--- config.mk ---
export PLATFORM = sky130hd
export DESIGN_NAME = fifo_rd_packer_flat
export DESIGN_NICKNAME = d
export VERILOG_FILES = /design/src/rtl/fifo_rd_packer_pkg.sv /design/src/rtl/fifo_rd_packer_if.sv /design/src/rtl/fifo_rd_packer.sv /design/src/flat_wrapper.sv
export SDC_FILE = /design/constraint.sdc
export NUM_CORES = 1
export LEC_CHECK = 0
export CAP_MARGIN = 10
export CORE_AREA = 4 4 104 106
export CTS_CLUSTER_DIAMETER = 30
export DETAILED_ROUTE_END_ITERATION = 7
export DIE_AREA = 0 0 108 110
export GPL_TIMING_DRIVEN = 1
export PLACE_DENSITY = 0.67
export SETUP_SLACK_MARGIN = 0.5
export SLEW_MARGIN = 20
export SYNTH_ARGS = -nofsm -noshare
export SYNTH_HDL_FRONTEND = slang
export SYNTH_SLANG_ARGS = --single-unit
--- constraint.sdc ---
create_clock -name rclk -period 2.15 [get_ports rclk]
set_input_delay 0.645 -clock rclk [delete_from_list [all_inputs] [get_ports rclk]]
set_output_delay 0.645 -clock rclk [all_outputs]
set_load 0.01 [all_outputs]
--- src/rtl/fifo_rd_packer_pkg.sv ---
// fifo_rd_packer_pkg: defaults shared with the async FIFO and packer state encodings.
// Lane order convention: lane 0 (bits [DSIZE-1:0]) holds the oldest popped entry.
package fifo_rd_packer_pkg;
   localparam int DEF_DSIZE  = 8;
   localparam int DEF_ASIZE  = 3;
   localparam int DEF_NBEATS = 4;
   localparam int DEF_CW     = 3;
   localparam logic [0:0] S_FILL  = 1'b0;
   localparam logic [0:0] S_FLUSH = 1'b1;
endpackage

--- src/rtl/fifo_rd_packer_if.sv ---
// fifo_rd_packer_if: FIFO read port, flush request and packed valid/ready output.
interface fifo_rd_packer_if #(
   parameter int DSIZE  = 8,
   parameter int NBEATS = 4,
   parameter int CW     = 3
);
   logic [DSIZE-1:0]        rdata;
   logic                    rempty;
   logic                    rinc;
   logic                    flush;
   logic [DSIZE*NBEATS-1:0] out_data;
   logic [CW-1:0]           out_cnt;
   logic                    out_valid;
   logic                    out_ready;
   modport master (output rdata, rempty, flush, out_ready, input rinc, out_data, out_cnt, out_valid);
   modport slave  (input rdata, rempty, flush, out_ready, output rinc, out_data, out_cnt, out_valid);
endinterface

--- src/rtl/fifo_rd_packer.sv ---
// fifo_rd_packer: pops NBEATS FIFO entries per wide word, with flush of partial words.
module fifo_rd_packer
   import fifo_rd_packer_pkg::*;
#(
   parameter int DSIZE  = DEF_DSIZE,
   parameter int NBEATS = DEF_NBEATS,
   parameter int CW     = DEF_CW
) (
   input logic              rclk,
   input logic              rst,
   fifo_rd_packer_if.slave  bus
);
   localparam int W = DSIZE * NBEATS;
   localparam logic [CW-1:0] LAST = CW'(NBEATS - 1);
   logic [0:0]    state;
   logic          flush_pend;
   logic [CW-1:0] cnt;
   logic [W-1:0]  acc;
   logic [W-1:0]  acc_w;
   logic [W-1:0]  data_q;
   logic [CW-1:0] cnt_q;
   logic          valid_q;
   logic          slot_free;
   logic          pop;
   assign slot_free = !valid_q || bus.out_ready;
   // the last lane may only be popped when the output register can take the word
   assign pop = !rst && state == S_FILL && !bus.rempty && !flush_pend && (cnt < LAST || slot_free);
   assign bus.rinc      = pop;
   assign bus.out_data  = data_q;
   assign bus.out_cnt   = cnt_q;
   assign bus.out_valid = valid_q;
   always_comb begin
      acc_w = acc;
      for (int i = 0; i < NBEATS; i++)
         if (cnt == CW'(i)) acc_w[i*DSIZE +: DSIZE] = bus.rdata;
   end
   always_ff @(posedge rclk) begin
      if (rst) begin
         state      <= S_FILL;
         flush_pend <= 1'b0;
         cnt        <= '0;
         acc        <= '0;
         data_q     <= '0;
         cnt_q      <= '0;
         valid_q    <= 1'b0;
      end else begin
         if (bus.out_ready) valid_q <= 1'b0;
         if (state == S_FILL) begin
            if (bus.flush) begin
               flush_pend <= 1'b1;
               state      <= S_FLUSH;
            end
            if (pop) begin
               if (cnt == LAST) begin
                  data_q  <= acc_w;
                  cnt_q   <= CW'(NBEATS);
                  valid_q <= 1'b1;
                  cnt     <= '0;
                  acc     <= '0;
               end else begin
                  acc <= acc_w;
                  cnt <= cnt + 1'b1;
               end
            end
         end else if (cnt == '0) begin
            flush_pend <= 1'b0;
            state      <= S_FILL;
         end else if (slot_free) begin
            // acc upper lanes are already zero since it is cleared on every emission
            data_q     <= acc;
            cnt_q      <= cnt;
            valid_q    <= 1'b1;
            cnt        <= '0;
            acc        <= '0;
            flush_pend <= 1'b0;
            state      <= S_FILL;
         end
      end
   end
endmodule

--- src/flat_wrapper.sv ---
// flat-port wrapper written by rule: the top's interface ports become plain ports
module fifo_rd_packer_flat import fifo_rd_packer_pkg::*;
#(
   parameter int DSIZE  = DEF_DSIZE,
   parameter int NBEATS = DEF_NBEATS,
   parameter int CW     = DEF_CW
)
  (rclk, rst, bus_rdata, bus_rempty, bus_flush, bus_out_ready, bus_rinc, bus_out_data, bus_out_cnt, bus_out_valid);
  fifo_rd_packer_if #(.DSIZE(DSIZE), .NBEATS(NBEATS), .CW(CW)) bus_i ();
  input logic rclk;
  input logic rst;
  input wire logic [$bits(bus_i.rdata)-1:0] bus_rdata;
  input wire logic [$bits(bus_i.rempty)-1:0] bus_rempty;
  input wire logic [$bits(bus_i.flush)-1:0] bus_flush;
  input wire logic [$bits(bus_i.out_ready)-1:0] bus_out_ready;
  output wire logic [$bits(bus_i.rinc)-1:0] bus_rinc;
  output wire logic [$bits(bus_i.out_data)-1:0] bus_out_data;
  output wire logic [$bits(bus_i.out_cnt)-1:0] bus_out_cnt;
  output wire logic [$bits(bus_i.out_valid)-1:0] bus_out_valid;
  assign bus_i.rdata = bus_rdata;
  assign bus_i.rempty = bus_rempty;
  assign bus_i.flush = bus_flush;
  assign bus_i.out_ready = bus_out_ready;
  assign bus_rinc = bus_i.rinc;
  assign bus_out_data = bus_i.out_data;
  assign bus_out_cnt = bus_i.out_cnt;
  assign bus_out_valid = bus_i.out_valid;
  fifo_rd_packer #(.DSIZE(DSIZE), .NBEATS(NBEATS), .CW(CW)) u_core (.rclk(rclk), .rst(rst), .bus(bus_i));
endmodule
-- After elaboration in Yosys (flattened, before gate mapping)
Cells that the tools add are included.
- flip-flop bits (word level): 73
- bits of input ports: 13
- output and inout bits: 37
- add/sub/neg operators: 1
- order comparisons: 1
- equal/unequal tests: 6
- muxes and demuxes: 38
- bitwise operators: 1
- reductions and logical operators: 17
- operators with widths (cell ; count):
    32-bit two-way mux ; 10
    8-bit two-way mux ; 4
    3-bit two-way mux ; 10
    1-bit two-way mux ; 14
    3-bit by 2-bit == test with 1-bit output, second input constant ; 2
    2-bit nonzero test ; 3
    1-bit logical AND ; 4
    1-bit zero test ; 4
    2-bit != test, second input constant ; 2
    4-bit AND reduction ; 1
    3-bit by 1-bit adder with 3-bit output, second input constant ; 1
    3-bit by 1-bit == test with 1-bit output, second input constant ; 1
    3-bit zero test ; 1
    3-bit by 2-bit less-than comparator with 1-bit output, second input constant ; 1
    3-bit != test, second input constant ; 1
    3-bit AND reduction ; 1
    1-bit logical OR ; 2
    2-bit AND reduction ; 1
    1-bit inverter ; 1

-- Depth between registers and ports, before layout
- word-level depth: 7
- depth in mapped cells: 8
- gate-level depth less buffers: 6

-- Worst setup path after synthesis
No wires, ideal clock.
- kind: input-to-output
- start point: input rst
- end point: output bus_rinc
- data arrival time: 1562 ps
- data required time: 1505 ps
- path slack: -57 ps
- cell stages on the path: 5
- buffers on the path: 2
- cell sequence: buf_6 nor4_4 o21ai_4 clkinv_4 buf_4
- word-level cells in the longest chain between the ends: 5
- ends and longest elaborated chain (item ; line ; text):
    from (decl) ; flat_wrapper.sv:11 ; input logic rst;
    1-bit zero test ; fifo_rd_packer.sv:27 ; assign pop = !rst && state == S_FILL && !bus.rempty && !flush_pend && (cnt < LAST || slot_free);
    1-bit logical AND (4 in series) ; fifo_rd_packer.sv:27 ;
    to (decl) ; flat_wrapper.sv:16 ; output wire logic [$bits(bus_i.rinc)-1:0] bus_rinc;
No other way between the ends.

-- Worst setup path after layout
Same ends and word-level chain as after synthesis.

==> results.sh <==
export IMPL_irDropWorstVdd_v=0.000359
export IMPL_grt_ovfl_total=0
export IMPL_drc=0
export IMPL_grt_pass1_vias=3210
export IMPL_die_w_um=108
export IMPL_status="finished clean"
export IMPL_grt_use_total_pct=18.3
export IMPL_rows=36
export IMPL_power_frac_clock_pct=35.6
export IMPL_htreeDepth=3
export IMPL_post_route_period_util_pct=91.1
export IMPL_numCtsBuffers=9
export IMPL_area_growth_synth_to_final_pct=55.7
export IMPL_routed_wl_um=10900
export IMPL_core_area_mm2=0.00977
export IMPL_worstPathArrival_ps=1310
export IMPL_rsz0062_at_grt="yes"
export IMPL_ys_types=44
export IMPL_period_needed_ps=1960
export IMPL_path_class="in2out"
export IMPL_p_int_mw=2.19
export IMPL_antenna_found_initial=0
export IMPL_grt_first_pass_wirelength_um=16800
export IMPL_place_inst=506
export IMPL_synthCells=324
export IMPL_cp_end_kind="output pin"
export IMPL_setup_viol=0
export IMPL_tns_ps=0
export IMPL_ant_nets=0
export IMPL_die_h_um=110
export IMPL_r2r_start="u_core.flush_pend"
export IMPL_hold_violations=0
export IMPL_vias=3176
export IMPL_startpoint_type="input pin"
export IMPL_syn_nets=341
export IMPL_switching_power_mw=0.839
export IMPL_skew_ps=6.03
export IMPL_max_freq_mhz=510
export IMPL_grt_max_degree=33
export IMPL_hp_class="reg2reg"
export IMPL_max_cap_violations=0
export IMPL_p_leak_nw=2.21
export IMPL_port_buffers=49
export IMPL_hold_start="u_core.bus.out_cnt[0]"
export IMPL_final_max_slew_viol_count=0
export IMPL_clock_root_buffer="clkbuf_8"
export IMPL_synth_avg_cell_area_um2=10.4
export IMPL_fin_cells=558
export IMPL_drive_gt1_share_pct=35.1
export IMPL_powerDensity_mw_per_mm2=576
export IMPL_cp_startpoint="rst"
export IMPL_fin_nets=437
export IMPL_clk_insertion_delay_late_ps=360
export IMPL_critPathMaxFanout=2
export IMPL_initial_utilization_pct=34.5
export IMPL_num_io_pins=50
export IMPL_diodes=0
export IMPL_cts_reportedPaths_clkPinSlew_ps=80
export IMPL_fin_area_mm2=0.00526
export IMPL_cts_tree="done"
export IMPL_tightestPinTransition_ps=485
export IMPL_sw_frac_of_total_pct=27.7
export IMPL_combPwrFrac_pct=17.9
export IMPL_drt_pass1_iterations=5
export IMPL_wl_per_cell_um=19.5
export IMPL_seq_power_share_pct=46.5
export IMPL_cts_buffer_depth=2
export IMPL_netlist_area_mm2=0.00338
export IMPL_yosysSeqAreaShare_pct=43.3
export IMPL_clock_sinks=73
export IMPL_yosys_register_bits=73
export IMPL_worstPathRequired_ps=1500
export IMPL_die_area_mm2=0.0119
export IMPL_hpwl_um=6240
export IMPL_viasPerCell=5.69
export IMPL_ys_warn_count=0
export IMPL_cts_hold_buf=0
export IMPL_routabilityCongestion=0.820
export IMPL_drt_initial_drc_count=271
export IMPL_timing_slew_headroom_pct=67.6
export IMPL_placed_area_mm2=0.00426
[repair_timing]
| item | CTS | global route |
|---|---|---|
| pin swaps | 59 | 12 |
| cloned | 8 | 0 |
| buffers inserted | 25 | 3 |
| resized for setup | 129 | 29 |
| endpoints found under the setup margin | 109 | 86 |
[layout make-up]
| class | instances | area [um^2] |
|---|---|---|
| Inverter | 5 | 28.8 |
| Multi-Input combinational cell | 214 | 2040 |
| Clock buffer | 9 | 124 |
| Fill cell | 836 | 4520 |
| Clock inverter | 7 | 71.3 |
| Tap cell | 133 | 166 |
| Timing Repair Buffer | 117 | 1350 |
| Sequential cell | 73 | 1470 |
[critical path, cell delays in order]
cell and delay, ps:
buf_2 120, nor4_4 280, o21ai_4 120, clkinv_4 60
buf_6 90
[cells in the mapped netlist, drive strengths merged]
| cell | instances | share of area, % |
|---|---|---|
| dfxtp | 73 | 43 |
| o211ai | 33 | 7.5 |
| o211a | 32 | 9.5 |
| mux2i | 29 | 8.6 |
| clkbuf | 20 | 2.3 |
| o21ai | 14 | 2.4 |
| nand2 | 13 | 1.4 |
| a22o | 12 | 3.1 |
| buf | 12 | 3.2 |
| and3 | 9 | 1.7 |
| nand3 | 8 | 1.2 |
| o2111ai | 8 | 2.1 |
| a211oi | 6 | 1.3 |
| nor3 | 6 | 0.89 |
| nor3b | 6 | 1.6 |
| nor2 | 5 | 0.56 |
| nor2b | 5 | 0.93 |
| a21oi | 4 | 0.59 |
| ha | 4 | 1.5 |
| inv | 3 | 0.33 |
| nand2b | 3 | 0.56 |
| o31ai | 3 | 0.96 |
| clkinv | 2 | 0.37 |
| nand4 | 2 | 0.37 |
| o32ai | 2 | 0.52 |
| a2111oi | 1 | 0.30 |
| a21boi | 1 | 0.56 |
| a21o | 1 | 0.22 |
| a31oi | 1 | 0.19 |
| a32o | 1 | 0.30 |
| nand3b | 1 | 0.22 |
| nor4 | 1 | 0.63 |
| o221a | 1 | 0.33 |
| or2 | 1 | 0.19 |
| xnor2 | 1 | 0.26 |
[power groups by stage]
stage	logic, mW	clock network, mW	registers [mW]
6_report	0.543	1.08	1.41
5_1_grt	0.569	1.15	1.41
4_1_cts	0.508	1.10	1.40
3_5_place_dp	0.372	0	1.44
3_3_place_gp	0.366	0	1.44
2_1_floorplan	0.207	0	1.45
[stage by stage]
stage                     utilization (%)  power, mW  worst slack (ps)  hold slack, ps
after floorplan                         -       1.65              49.2             436
after global placement               43.6       1.80              -567             450
after detailed placement             43.6       1.81              -577             455
after CTS                            52.8       3.01               187             482
after global routing                 53.8       3.13               118             497
final                                53.8       3.03               191             485
[state kept, by name (all words and copies together), names as in the netlist]
name	flops
u_core.flush_pend	1
u_core.cnt	3
u_core.state	1
u_core.acc	32
u_core.bus.out_cnt	3
u_core.bus.out_data	32
u_core.bus.out_valid	1
[layout by cell type, fill, tap and decap left out, types with 11 or more instances in the layout]
cell type,n
buf_4,34
o211a_1,32
buf_12,11
mux2i_1,25
o21ai_0,12
o211ai_1,32
clkdlybuf4s15_1,14
a22o_1,12
dfxtp_1,69
buf_6,14
dlygate4sd2_1,20
nand2_1,13
[logic make-up after synthesis]
family,after synthesis,share of synthesized area (%)
AO/OA/AOI/OAI,120,29.9
flip-flops,73,43.3
AND/OR/NAND/NOR,60,10.3
buffers and inverters,37,6.23
multiplexers,29,8.60
adder cells (fa/ha/maj),4,1.48
XOR/XNOR,1,0.259
[routing by layer]
metal / global-route usage [%] / vias to the layer above / part of all wire (%)
li1: - / 1454 / -
met1: 22.8 / 1568 / 42
met2: 30.5 / 125 / 49
met3: 4.89 / 29 / 6.5
met4: 6.58 / 0 / 2.1
met5: 0 / - / 0
[final timing paths]
check | endpoint | slack, ps | depth (start not counted)
worst min register to register | u_core.bus.out_cnt[0] | 490 | 2
worst min-delay path | u_core.bus.out_cnt[0] | 490 | 2
worst max-delay path | bus_rinc | 190 | 5
worst max register to register | u_core.acc[16] | 330 | 10
Power figures use the tool's default switching activity.
==> RTL change, RTL diff (same settings) <==
Change the package constant `DEF_CW` from 3 to 6.
--- a/src/rtl/fifo_rd_packer_pkg.sv
+++ b/src/rtl/fifo_rd_packer_pkg.sv
@@ -4,7 +4,7 @@
    localparam int DEF_DSIZE  = 8;
    localparam int DEF_ASIZE  = 3;
    localparam int DEF_NBEATS = 4;
-   localparam int DEF_CW     = 3;
+   localparam int DEF_CW     = 6;
    localparam logic [0:0] S_FILL  = 1'b0;
    localparam logic [0:0] S_FLUSH = 1'b1;
 endpackage
Interface: changed (resized bus_out_cnt); port bits go from 50 to 53. No check against the original RTL was run, so the function may have changed too.
==> RTL change against the original RTL <==
The flow now finishes with violations (negative setup slack); final area increased by 2.8%; sequential cell count is 6 higher; highest routed layer unchanged; total power rose by 3.6%; synthesized area shrank 1.4%; die area stayed put; combinational power rose by 15%; setup slack got worse by 330 ps; sequential power is 9% higher; wire length increased by 5.0%.
==> RTL change: results (changes against the original RTL) <==
STA
  – Final setup TNS: -137 ps (-137 ps)
  – Clock Skews: 16.9 ps (+10.9 ps)
  – PnR worst setup slack: -137 ps (-327 ps)
  – Smallest hold slack: 485 ps (-0.612 ps)
  – Final setup fails: 1 (+1)

Status
  – Failing checks: negative setup slack
  – Status: finished with violations

Place
  – Placed cells: 577 (+14%)
  – HPWL after DPL: 6.16 mm (-1.4%)
  – I/O Buffers: 52 (+6.1%)

Worst setup path
  – Worst r2r path cells: 7 (-3)
  – R2R Setup Slk: 80 ps (-250 ps)
  – Setup CP Type: reg -> out

Cells and area
  – Seq area share: 0.296 (+0.0157)
  – Count of multi-input gates: 282 (+32%)
  – Fillers: 827 (-1.1%)
  – Multi-input combinational area share: 0.422 (+0.0326)
  – Layout cell share with drive strength beyond 1: 0.502 (+0.151)
  – Layout net count: 508 (+16%)
  – Clkbuf count: 11 (+2)
  – Buffering overhead: 0.219 (-0.0381)
  – Logic inverters: 4 (-1)
  – Area occupied by multi-input gates: 2280 sq um (+11%)

Synth
  – Synth top area cells: dfxtp_1 48%, a311oi_1 8.4%, nand2_1 6.7%
  – Seq/Total Area, Yosys: 0.475 (+0.0423)
  – Synth Instances: 395 (+22%)
  – Synth cell types: 36 (-18%)

Worst hold path
  – Hold Crit Endpoint: u_core.acc[28]$_SDFFE_PP0P_

Global routing
  – Vias in the first global route: 3289 (+2.5%)
  – Tot GR Track Use: 0.184 (+0.00116)

Power and ir drop
  – LEAKAGE: 0.00186 uW (-16%)
  – PD cells: 581 nW/um^2 (+0.77%)
  – Logic power comb: 625 uW (+15%)

Drt
  – Via count: 3471 (+9.3%)

Clocking
  – Count of cells resized by post-cts repair: 150 (+16%)
==> RTL change: cell types whose count changed after synthesis, sizes merged, moves of 7 or more <==
| cell | change |
|---|---|
| a22oi | +13 |
| nand3 | +27 |
| a311oi | +32 |
| and2 | +12 |
| a21oi | +20 |
| o211ai | -32 |
| nor2 | +55 |
| o211a | -32 |
| a22o | -12 |
| and3 | -9 |
| mux2i | -29 |
| o2111ai | -7 |
| nand2 | +46 |
==> RTL change: logic make-up after synthesis <==
logic type,Yosys count,synth area share
compound gates,97,0.207
xor+xnor,3,0.00790
fa+ha+maj,4,0.0150
buf+inv,34,0.0477
flops,79,0.475
simple gates,178,0.247
==> RTL change: layer usage <==
metal  vias up  GRT usage  wire, um
met1      1708      0.222      4600
met2       130      0.314      5830
met3        29     0.0472       741
li1       1604          -         -
met5         -          0         0
met4         0     0.0730       255
